### src/rtl/sample_link_pkg.sv
// Shared types and constants for the host end of the FIR-over-UART sample link.
package sample_link_pkg;

    typedef enum logic [1:0] {
        TX_IDLE,
        TX_START,
        TX_WAIT_BUSY,
        TX_WAIT_IDLE
    } txState_t;

    localparam bit TX_LSB_FIRST = 1'b1;
    localparam bit RX_MSB_FIRST = 1'b1;

    function automatic int calcBytes(input int width, input int uartBits);
        return width / uartBits;
    endfunction

endpackage

### src/rtl/result_assembler.sv
// Reassembles UART result bytes into words; optional inter-byte timeout
// enabled by defining SAMPLE_LINK_TIMEOUT_EN.
module result_assembler
    import sample_link_pkg::*;
#(
    parameter int WIDTH          = 16,
    parameter int UART_BITS      = 8,
    parameter int TIMEOUT_CYCLES = 100000
) (
    input  logic                 clk,
    input  logic                 rst,
    input  logic [UART_BITS-1:0] i_rxData,
    input  logic                 i_rxValid,
    output logic [WIDTH-1:0]     o_rData,
    output logic                 o_rValid,
    output logic                 o_complete,
    output logic                 o_errTimeout
);

    localparam int BYTES = calcBytes(WIDTH, UART_BITS);
    localparam int CW    = $clog2(BYTES + 1);

    logic [CW-1:0]    r_count;
    logic [WIDTH-1:0] r_shift;
    logic [WIDTH-1:0] r_rData;
    logic             r_rValid;
    logic             w_expire;
    logic [CW-1:0]    w_countBase;
    logic             w_complete;
    logic [WIDTH-1:0] w_shifted;

`ifdef SAMPLE_LINK_TIMEOUT_EN
    localparam int GW = $clog2(TIMEOUT_CYCLES + 1);

    logic [GW-1:0] r_gap;
    logic          r_errTimeout;

    assign w_expire = (r_count != '0) && (r_gap == GW'(TIMEOUT_CYCLES - 1));

    always_ff @(posedge clk) begin
        if (rst) begin
            r_gap        <= '0;
            r_errTimeout <= 1'b0;
        end else begin
            r_errTimeout <= w_expire;
            if (i_rxValid || r_count == '0 || w_expire)
                r_gap <= '0;
            else
                r_gap <= r_gap + GW'(1);
        end
    end

    assign o_errTimeout = r_errTimeout;
`else
    // Without the timeout a partial word waits forever; the comparison only keeps
    // the parameter referenced so both builds share one interface.
    assign w_expire     = 1'b0;
    assign o_errTimeout = (TIMEOUT_CYCLES < 0);
`endif

    // An expiry and a new byte in the same cycle: the byte starts a fresh word.
    assign w_countBase = w_expire ? '0 : r_count;
    assign w_complete  = i_rxValid && (w_countBase == CW'(BYTES - 1));
    assign w_shifted   = RX_MSB_FIRST
                       ? ((r_shift << UART_BITS) | WIDTH'(i_rxData))
                       : ((r_shift >> UART_BITS) | (WIDTH'(i_rxData) << (WIDTH - UART_BITS)));

    always_ff @(posedge clk) begin
        if (rst) begin
            r_count  <= '0;
            r_shift  <= '0;
            r_rData  <= '0;
            r_rValid <= 1'b0;
        end else begin
            r_rValid <= w_complete;
            if (i_rxValid) begin
                r_shift <= w_shifted;
                if (w_complete) begin
                    r_count <= '0;
                    r_rData <= w_shifted;
                end else begin
                    r_count <= w_countBase + CW'(1);
                end
            end else begin
                r_count <= w_countBase;
            end
        end
    end

    assign o_rData    = r_rData;
    assign o_rValid   = r_rValid;
    assign o_complete = w_complete;

endmodule

### src/rtl/sample_stream_host.sv
// Host endpoint of the sample link: serialises samples to the Tx byte unit,
// collects results, bounds samples in flight. Timeout option: SAMPLE_LINK_TIMEOUT_EN.
module sample_stream_host
    import sample_link_pkg::*;
#(
    parameter int WIDTH           = 16,
    parameter int UART_BITS       = 8,
    parameter int MAX_OUTSTANDING = 8,
    parameter int TIMEOUT_CYCLES  = 100000
) (
    input  logic                                     clk,
    input  logic                                     rst,
    input  logic [WIDTH-1:0]                         s_data,
    input  logic                                     s_valid,
    output logic                                     s_ready,
    output logic [WIDTH-1:0]                         r_data,
    output logic                                     r_valid,
    output logic [UART_BITS-1:0]                     tx_data,
    output logic                                     tx_start,
    input  logic                                     tx_busy,
    input  logic [UART_BITS-1:0]                     rx_data,
    input  logic                                     rx_valid,
    output logic [$clog2(MAX_OUTSTANDING+1)-1:0]     outstanding,
    output logic                                     err_unsolicited,
    output logic                                     err_timeout
);

    localparam int BYTES = calcBytes(WIDTH, UART_BITS);
    localparam int OW    = $clog2(MAX_OUTSTANDING + 1);
    localparam int IW    = (BYTES > 1) ? $clog2(BYTES) : 1;

    txState_t             r_state;
    logic [IW-1:0]        r_idx;
    logic [WIDTH-1:0]     r_sample;
    logic [UART_BITS-1:0] r_txData;
    logic                 r_txStart;
    logic                 r_sReady;
    logic [OW-1:0]        r_outstanding;
    logic                 r_errUnsol;
    logic                 w_accept;
    logic                 w_complete;
    logic                 w_lastByte;
    logic                 w_toIdle;
    logic [OW-1:0]        w_outNext;

    function automatic logic [UART_BITS-1:0] selectByte(input logic [WIDTH-1:0] word,
                                                        input logic [IW-1:0]    idx);
        logic [IW-1:0] pos;
        pos = TX_LSB_FIRST ? idx : (IW'(BYTES - 1) - idx);
        return UART_BITS'(word >> (int'(pos) * UART_BITS));
    endfunction

    result_assembler #(
        .WIDTH          (WIDTH),
        .UART_BITS      (UART_BITS),
        .TIMEOUT_CYCLES (TIMEOUT_CYCLES)
    ) u_assembler (
        .clk          (clk),
        .rst          (rst),
        .i_rxData     (rx_data),
        .i_rxValid    (rx_valid),
        .o_rData      (r_data),
        .o_rValid     (r_valid),
        .o_complete   (w_complete),
        .o_errTimeout (err_timeout)
    );

    assign w_accept   = s_valid && r_sReady;
    assign w_lastByte = (r_idx == IW'(BYTES - 1));
    assign w_toIdle   = ((r_state == TX_IDLE) && !w_accept) ||
                        ((r_state == TX_WAIT_IDLE) && !tx_busy && w_lastByte);

    // A completion with nothing in flight leaves the counter at zero.
    always_comb begin
        w_outNext = r_outstanding;
        if (w_accept && !w_complete)
            w_outNext = r_outstanding + OW'(1);
        else if (!w_accept && w_complete && r_outstanding != '0)
            w_outNext = r_outstanding - OW'(1);
    end

    always_ff @(posedge clk) begin
        if (rst) begin
            r_state       <= TX_IDLE;
            r_idx         <= '0;
            r_sample      <= '0;
            r_txData      <= '0;
            r_txStart     <= 1'b0;
            r_sReady      <= 1'b0;
            r_outstanding <= '0;
            r_errUnsol    <= 1'b0;
        end else begin
            r_outstanding <= w_outNext;
            r_sReady      <= w_toIdle && (w_outNext < OW'(MAX_OUTSTANDING));
            r_txStart     <= 1'b0;
            if (w_complete && r_outstanding == '0)
                r_errUnsol <= 1'b1;
            case (r_state)
                TX_IDLE: begin
                    if (w_accept) begin
                        r_sample  <= s_data;
                        r_idx     <= '0;
                        r_txData  <= selectByte(s_data, '0);
                        r_txStart <= 1'b1;
                        r_state   <= TX_START;
                    end
                end
                TX_START: r_state <= TX_WAIT_BUSY;
                TX_WAIT_BUSY: begin
                    if (tx_busy)
                        r_state <= TX_WAIT_IDLE;
                end
                TX_WAIT_IDLE: begin
                    if (!tx_busy) begin
                        if (w_lastByte) begin
                            r_state <= TX_IDLE;
                        end else begin
                            r_idx     <= r_idx + IW'(1);
                            r_txData  <= selectByte(r_sample, r_idx + IW'(1));
                            r_txStart <= 1'b1;
                            r_state   <= TX_START;
                        end
                    end
                end
                default: r_state <= TX_IDLE;
            endcase
        end
    end

    assign s_ready         = r_sReady;
    assign tx_data         = r_txData;
    assign tx_start        = r_txStart;
    assign outstanding     = r_outstanding;
    assign err_unsolicited = r_errUnsol;

endmodule

### config.mk
export PLATFORM = sky130hd
export DESIGN_NAME = sample_stream_host
export DESIGN_NICKNAME = d
export VERILOG_FILES = /design/src/rtl/sample_link_pkg.sv /design/src/rtl/result_assembler.sv /design/src/rtl/sample_stream_host.sv
export SDC_FILE = /design/constraint.sdc
export NUM_CORES = 1
export LEC_CHECK = 0
export CORE_ASPECT_RATIO = 0.6
export CORE_UTILIZATION = 44
export DETAILED_ROUTE_END_ITERATION = 6
export PLACE_DENSITY = 0.8
export SLEW_MARGIN = 20
export SYNTH_ARGS = -nofsm -noshare
export SYNTH_HDL_FRONTEND = slang
export SYNTH_SLANG_ARGS = --single-unit
### constraint.sdc
create_clock -name clk -period 1.37 [get_ports clk]
set_input_delay 0.274 -clock clk [delete_from_list [all_inputs] [get_ports clk]]
set_output_delay 0.274 -clock clk [all_outputs]
set_load 0.01 [all_outputs]
==> impl_metrics.ini, run 1 <==
[global_routing]
track_usage = 0.217
grt_pass1_vias = 2171
antenna_found_initial = 0
grt_max_degree = 33
grt_pass1_wl_um = 9930
grt_overflow = 0

[pwr]
irDropWorstVdd_uv = 794
power_density_nw_per_um2 = 1780
power_leakage_nw = 1.64

[sta]
finalClockSkew_ns = 0.00304
worst_slack_ns = -0.106
hold_viol = 0
fin_crit_sh = 1.08
setup_viol = 27
hold_slack_ns = 0.256
final.min_clock_period_ns = 1.48
slew_viol_final = 0
max_freq_mhz = 678
rsz0062_at_grt = true
final.setup.tns_ns = -1.85

[floorplanning]
die_h_um = 61.4
dieArea_sq_um = 6200
core_area_sq_um = 5620
die_w_um = 101
num_rows = 21
initial_core_util = 0.460
design.portCount = 62

[worst_setup_path]
crit_path_cell_trace = buf_6, ha_4, a221oi_4, buf_6, mux2i_2, nor2_1
cp_slowest_stage_delay_ns = 0.37
reg2reg_from = r_state[1]
ff2ff_path_depth = 6
crit_type = flop to flop
crit_arrival_ns = 1.69
reg2reg_slack_ns = -0.11
critPathLaunchType = flop
cp_slowest_cell = dfxtp_4
required_ns = 1.59
timing.rr.end = r_state[1]
cp_common_cell = buf_6
critPathCaptureType = flop
worstPathMaxFanout = 3

[finish]
finalNetCount = 429
final_cells = 478
areaGrowthSynthToFinish_pct = 50.0
diodes = 0
drive_gt1_frac = 0.226
num-fill-cells = 463

[cts]
cts-root-buf = clkbuf_8
cts_buffer_depth = 2
htreeDepth = 3
cts_sinks = 61
ctsHoldBuffers = 0
cts_made_buffers = 9
path_clk_slew_ns = 0.06
cts_tree = yes
clock_latency_ns = 0.33

[yosys]
syn_nets = 340
syn_area_sq_um = 2590
synthTopCellsByCount = 67 x nand2_1, 61 x dfxtp_1, 46 x a21oi_1
synth_seq_cells = 61
ys.flop_type = dfxtp_1
synth_edf_count = 0
postSynthCellCount = 305
yosys.cell_count.top_type = nand2_1
ys_warn_count = 0
yosys.area_share.adder = 0.0290
yosys.area_share.xor_xnor = 0.00339
yosysUniqueCellTypes = 40
netlist.area_leader.share = 0.472
ys_seq_area_frac = 0.472
yosysTopAreaCell = dfxtp_1
synth_top_family_by_area = simple AND/OR/NAND/NOR gates
synthSimpleGateAreaFrac = 0.205
synth_compound_gate_area_share = 0.145
synthArstFlopShare = 0
ys_top_cells_by_area = dfxtp_1 47%, nand2_1 9.7%, mux2i_1 9.7%, a21oi_1 8.9%, nor2_1 4.2%
muxShareOfSynthArea = 0.0968
postSynthAreaPerCell_sq_um = 8.48

[routing]
vias = 2448
first_pass_iters = 4
totalWireLength_um = 6730
drc_errors = 0
first_iter_violations = 79
wl_per_cell_um = 14.1
postRouteAntennaNets = 0
vias_per_cell = 5.12

[place]
gp_congestion = 0.903
place.detailed.hpwl_um = 4440
dp_cells = 454
post-place-ws_ns = -0.432
io_buffers = 60

[run]
cap_violations = 0

[worst_hold_path]
min-delay-start = rst
hold_path_depth = 3
hold_path_class = input pin to flop
worstHoldEndpoint = outstanding[3]

[outcome]
violations = setup timing
status = finished, violations left
## placed cells by master (no fill, tap or decap), types with 2 or more instances in the layout
master           count
clkdlybuf4s15_1      2
inv_2                2
clkbuf_8            11
nand3b_1             2
clkinv_2             2
mux2i_1             24
nor2b_4              2
nand2_4              2
ha_4                 4
nand2_2              2
dfxtp_2              5
dlygate4sd2_1       31
dfxtp_4              2
ha_1                 2
a21oi_2              2
buf_4               30
buf_12               3
nor2_1              29
nor3_1               7
inv_1                2
a211oi_1             2
o21ai_0              4
buf_6                4
a21oi_1             44
clkdlybuf4s50_1     25
a221oi_2             2
nand2_1             64
dfxtp_1             54
## where the power goes
part / internal [W] / switching (W) / total [W]
Sequential: 0.00209 / 0.000218 / 0.00230
Combinational: 0.00166 / 0.00134 / 0.00300
Clock: 0.000922 / 0.000677 / 0.00160
## kinds of logic (layout without fill, tap and decap cells)
| family | after synthesis | in the layout |
|---|---|---|
| multiplexers | 25 | 25 |
| other | 1 | 1 |
| AO/OA/AOI/OAI | 63 | 63 |
| adder cells (fa/ha/maj) | 6 | 6 |
| flip-flops | 61 | 61 |
| buffers and inverters | 26 | 119 |
| AND/OR/NAND/NOR | 122 | 122 |
| XOR/XNOR | 1 | 1 |
## metrics by stage
step / utilization / cell area (sq um) / total power, W
after CTS: 0.668 / 3760 / 0.00663
after detailed placement: 0.617 / 3470 / 0.00482
after floorplan: - / 2620 / 0.00373
after global placement: 0.617 / 3470 / 0.00474
after global routing: 0.690 / 3880 / 0.00728
final: 0.690 / 3880 / 0.00690
## repair_timing
item / 4_1_cts / 5_1_grt
setup endpoints to repair: 49 / 26
buffers inserted: 4 / 4
gates cloned: 0 / 1
gates resized for setup: 57 / 18
pin swaps: 4 / 9
## worst max path at each step
stage	startpoint	endpoint	slack, ns	cells after the start
finish	r_state[1]	r_state[1]	-0.11	6
global route	r_state[1]	tx_data[3]	-0.17	7
CTS	r_state[0]	tx_data[1]	-0.1	7
detailed placement	s_valid	r_state[0]	-0.43	5
global placement	rx_valid	outstanding[1]	-0.36	5
floorplan	r_state[1]	tx_data[0]	-0.002	7
## sequential cells by signal (all words and copies together), names as in the netlist
signal and flops:
s_ready 1, r_idx 1, u_assembler.o_rValid 1, outstanding 4, tx_start 1, u_assembler.r_shift 8
r_state 2, u_assembler.o_rData 16, tx_data 8, r_sample 16, u_assembler.r_count 2, err_unsolicited 1
## layer usage
layer / up-vias / GRT usage / part of all wire
li1: 1205 / - / -
met3: 8 / 0.0851 / 0.069
met4: 0 / 0.0787 / 0.011
met2: 76 / 0.354 / 0.47
met5: - / 0 / 0
met1: 1159 / 0.267 / 0.45
## area by class of cell
| type | count | area, sq um | share of cell area |
|---|---|---|---|
| well taps | 80 | 100 | 0.0258 |
| clock inverters | 4 | 47.5 | 0.0123 |
| repair buffers | 98 | 915 | 0.236 |
| flip-flops and latches | 61 | 1230 | 0.318 |
| inverters | 6 | 30.0 | 0.00774 |
| clock buffers | 11 | 151 | 0.0390 |
| multi-input cells | 218 | 1400 | 0.361 |
## worst max-delay path: cells and delay by family (launching register included)
family          cells  cell delay, ns
simple gates        1            0.05
flops               1            0.37
buf+inv             2            0.27
mux                 1            0.21
compound gates      1            0.30
fa+ha+maj           1            0.16
(Power assumes the default switching activity.)
==> run 2: changes to the inputs <==
- CTS_CLUSTER_DIAMETER: unset -> 150
==> results of run 2 <==
Final layout, timing and power as in run 1 (identical DEF).
==> run 3: changes to the inputs <==
- CELL_PAD_IN_SITES_DETAIL_PLACEMENT: unset -> 1
- CELL_PAD_IN_SITES_GLOBAL_PLACEMENT: unset -> 1
- CORE_UTILIZATION: 44 -> 33
- MAX_ROUTING_LAYER: unset -> met4
- PLACE_DENSITY: 0.8 -> 0.81
==> run 3 against run 2 <==
Net effect: the run still ends with setup timing left; via count up 0.12%; critical path depth increased by 1; clock skew increased by 0.0020 ns; combinational power down 3%; count of clock-buffer cells in the layout grew 2; setup slack worse by 0.053 ns; hold slack improved by 0.027 ns; critical path type unchanged; critical endpoint is now tx_data[2]; largest power group unchanged.
==> impl_metrics.ini, run 3 (same netlist as run 1, synthesis figures left out) <==
[finish]
regArea_sq_um = 1240
areaGrowthSynthToFinish_pct = 55.2
final_common_cell = nand2_1
finalInstanceArea_sq_um = 4020
diodes = 0
drive_gt1_frac = 0.226
num-fill-cells = 884
multi_input_area_sq_um = 1420
finalNetCount = 428
final_cell_mix = 67 x nand2_1, 53 x dfxtp_1, 45 x a21oi_1

[pwr]
irDropWorstVdd_uv = 920
combPwrFrac = 0.384
power_density_nw_per_um2 = 1890
power_w = 0.00761
p_int_w = 0.00519
p_seq_frac = 0.307
switchingPower_w = 0.00242
power_frac_clock = 0.309
switching_share = 0.318
power_leakage_nw = 1.68

[routing]
postRouteAntennaNets = 0
drc_errors = 0
vias = 2451
first_pass_iters = 4
first_iter_violations = 98
vias_per_cell = 4.88
totalWireLength_um = 7970
wl_per_cell_um = 15.9

[floorplanning]
design.portCount = 62
initial_core_util = 0.349
die_w_um = 116
num_rows = 24
die_h_um = 70.6
dieArea_sq_um = 8210
core_area_sq_um = 7420

[cts]
cts_tree = yes
cts_made_buffers = 9
htreeDepth = 3
cts-root-buf = clkbuf_16
cts_buffer_depth = 2
path_clk_slew_ns = 0.05
cts_sinks = 61
clock_latency_ns = 0.33

[sta]
hold_viol = 0
finalClockSkew_ns = 0.00500
max_freq_mhz = 654
fin_crit_sh = 1.12
worst_slack_ns = -0.158
final.min_clock_period_ns = 1.53
hold_slack_ns = 0.284
rsz0062_at_grt = true
slew_viol_final = 0
setup_viol = 12

[place]
postPlaceCellArea_sq_um = 3480
place.detailed.hpwl_um = 5270
post-place-ws_ns = -0.456
gp_congestion = 0.814
io_buffers = 60

[global_routing]
antenna_found_initial = 0
grt_overflow = 0
grt_pass1_vias = 2676
grt_pass1_wl_um = 13000
track_usage = 0.220
grt_max_degree = 33

[run]
cap_violations = 0

[worst_setup_path]
crit_type = flop to flop
crit_path_cell_trace = inv_6, ha_4, a21bo_4, o211a_1, buf_12, mux2i_1, nor2_1
critPathLaunchType = flop
required_ns = 1.58
crit_arrival_ns = 1.74
cp_slowest_stage_delay_ns = 0.38
worstPathMaxFanout = 8
cp_slowest_cell = dfxtp_4
critPathCaptureType = flop

[worst_hold_path]
hold_path_class = input pin to flop

[outcome]
violations = setup timing
status = finished, violations left
run 3: cell count changes in the layout (fill, tap and decap cells not counted), moves of 2 or more:
| cell | previous run | this run |
|---|---|---|
| clkbuf_8 | 11 | 3 |
| nand2_1 | 64 | 67 |
| nor3_2 | 0 | 2 |
| clkbuf_16 | 1 | 9 |
| nor3_1 | 7 | 5 |
| buf_6 | 4 | 2 |
| nand2_4 | 2 | 0 |
run 3: final cells by class:
type                            count  share of cell area
Clock inverter                      3              0.0106
Sequential cell                    61               0.309
Timing Repair Buffer               97               0.221
Multi-Input combinational cell    218               0.353
Inverter                            6             0.00686
Tap cell                          104              0.0324
Clock buffer                       13              0.0673
run 3: repair_timing:
item	CTS	global route
hold endpoints to repair	0	0
setup endpoints to repair	47	16
buffers inserted	5	6
pin swaps	9	9
hold buffers	0	0
gates resized for setup	62	15
run 3: final timing paths:
path	startpoint	endpoint	slack [ns]	cells past startpoint
max	r_state[0]	tx_data[2]	-0.16	7
max reg2reg	r_state[0]	tx_data[2]	-0.16	7
min	rst	outstanding[3]	0.28	3
min reg2reg	u_assembler.o_rData[11]	u_assembler.o_rData[11]	0.46	2
run 3: power by group through the flow:
stage	clock network (W)	registers [W]	logic, W
2_1_floorplan	0	0.00236	0.00137
3_3_place_gp	0	0.00230	0.00241
3_5_place_dp	0	0.00232	0.00251
4_1_cts	0.00241	0.00232	0.00273
5_1_grt	0.00248	0.00237	0.00315
6_report	0.00235	0.00233	0.00292
run 3: critical path, delay by kind of cell (launching register included):
| kind | cells | cell delay [ns] |
|---|---|---|
| flops | 1 | 0.38 |
| fa+ha+maj | 1 | 0.18 |
| simple gates | 1 | 0.07 |
| buf+inv | 2 | 0.21 |
| compound gates | 2 | 0.36 |
| mux | 1 | 0.21 |
run 3: metrics by stage:
stage          cells  utilization  TNS [ns]
2_1_floorplan    305            -   -0.0197
3_3_place_gp     476        0.469     -9.12
3_5_place_dp     476        0.469    -11.67
4_1_cts          497        0.527     -1.28
5_1_grt          502        0.541     -2.15
6_report         502        0.541     -1.39
run 3: metal layers:
metal / up-vias / routed length [um] / global-route usage
met5: - / 0 / -
met4: 0 / 104 / 0.0769
met2: 50 / 3910 / 0.368
met1: 1190 / 3640 / 0.250
met3: 10 / 323 / 0.0643
li1: 1201 / - / -
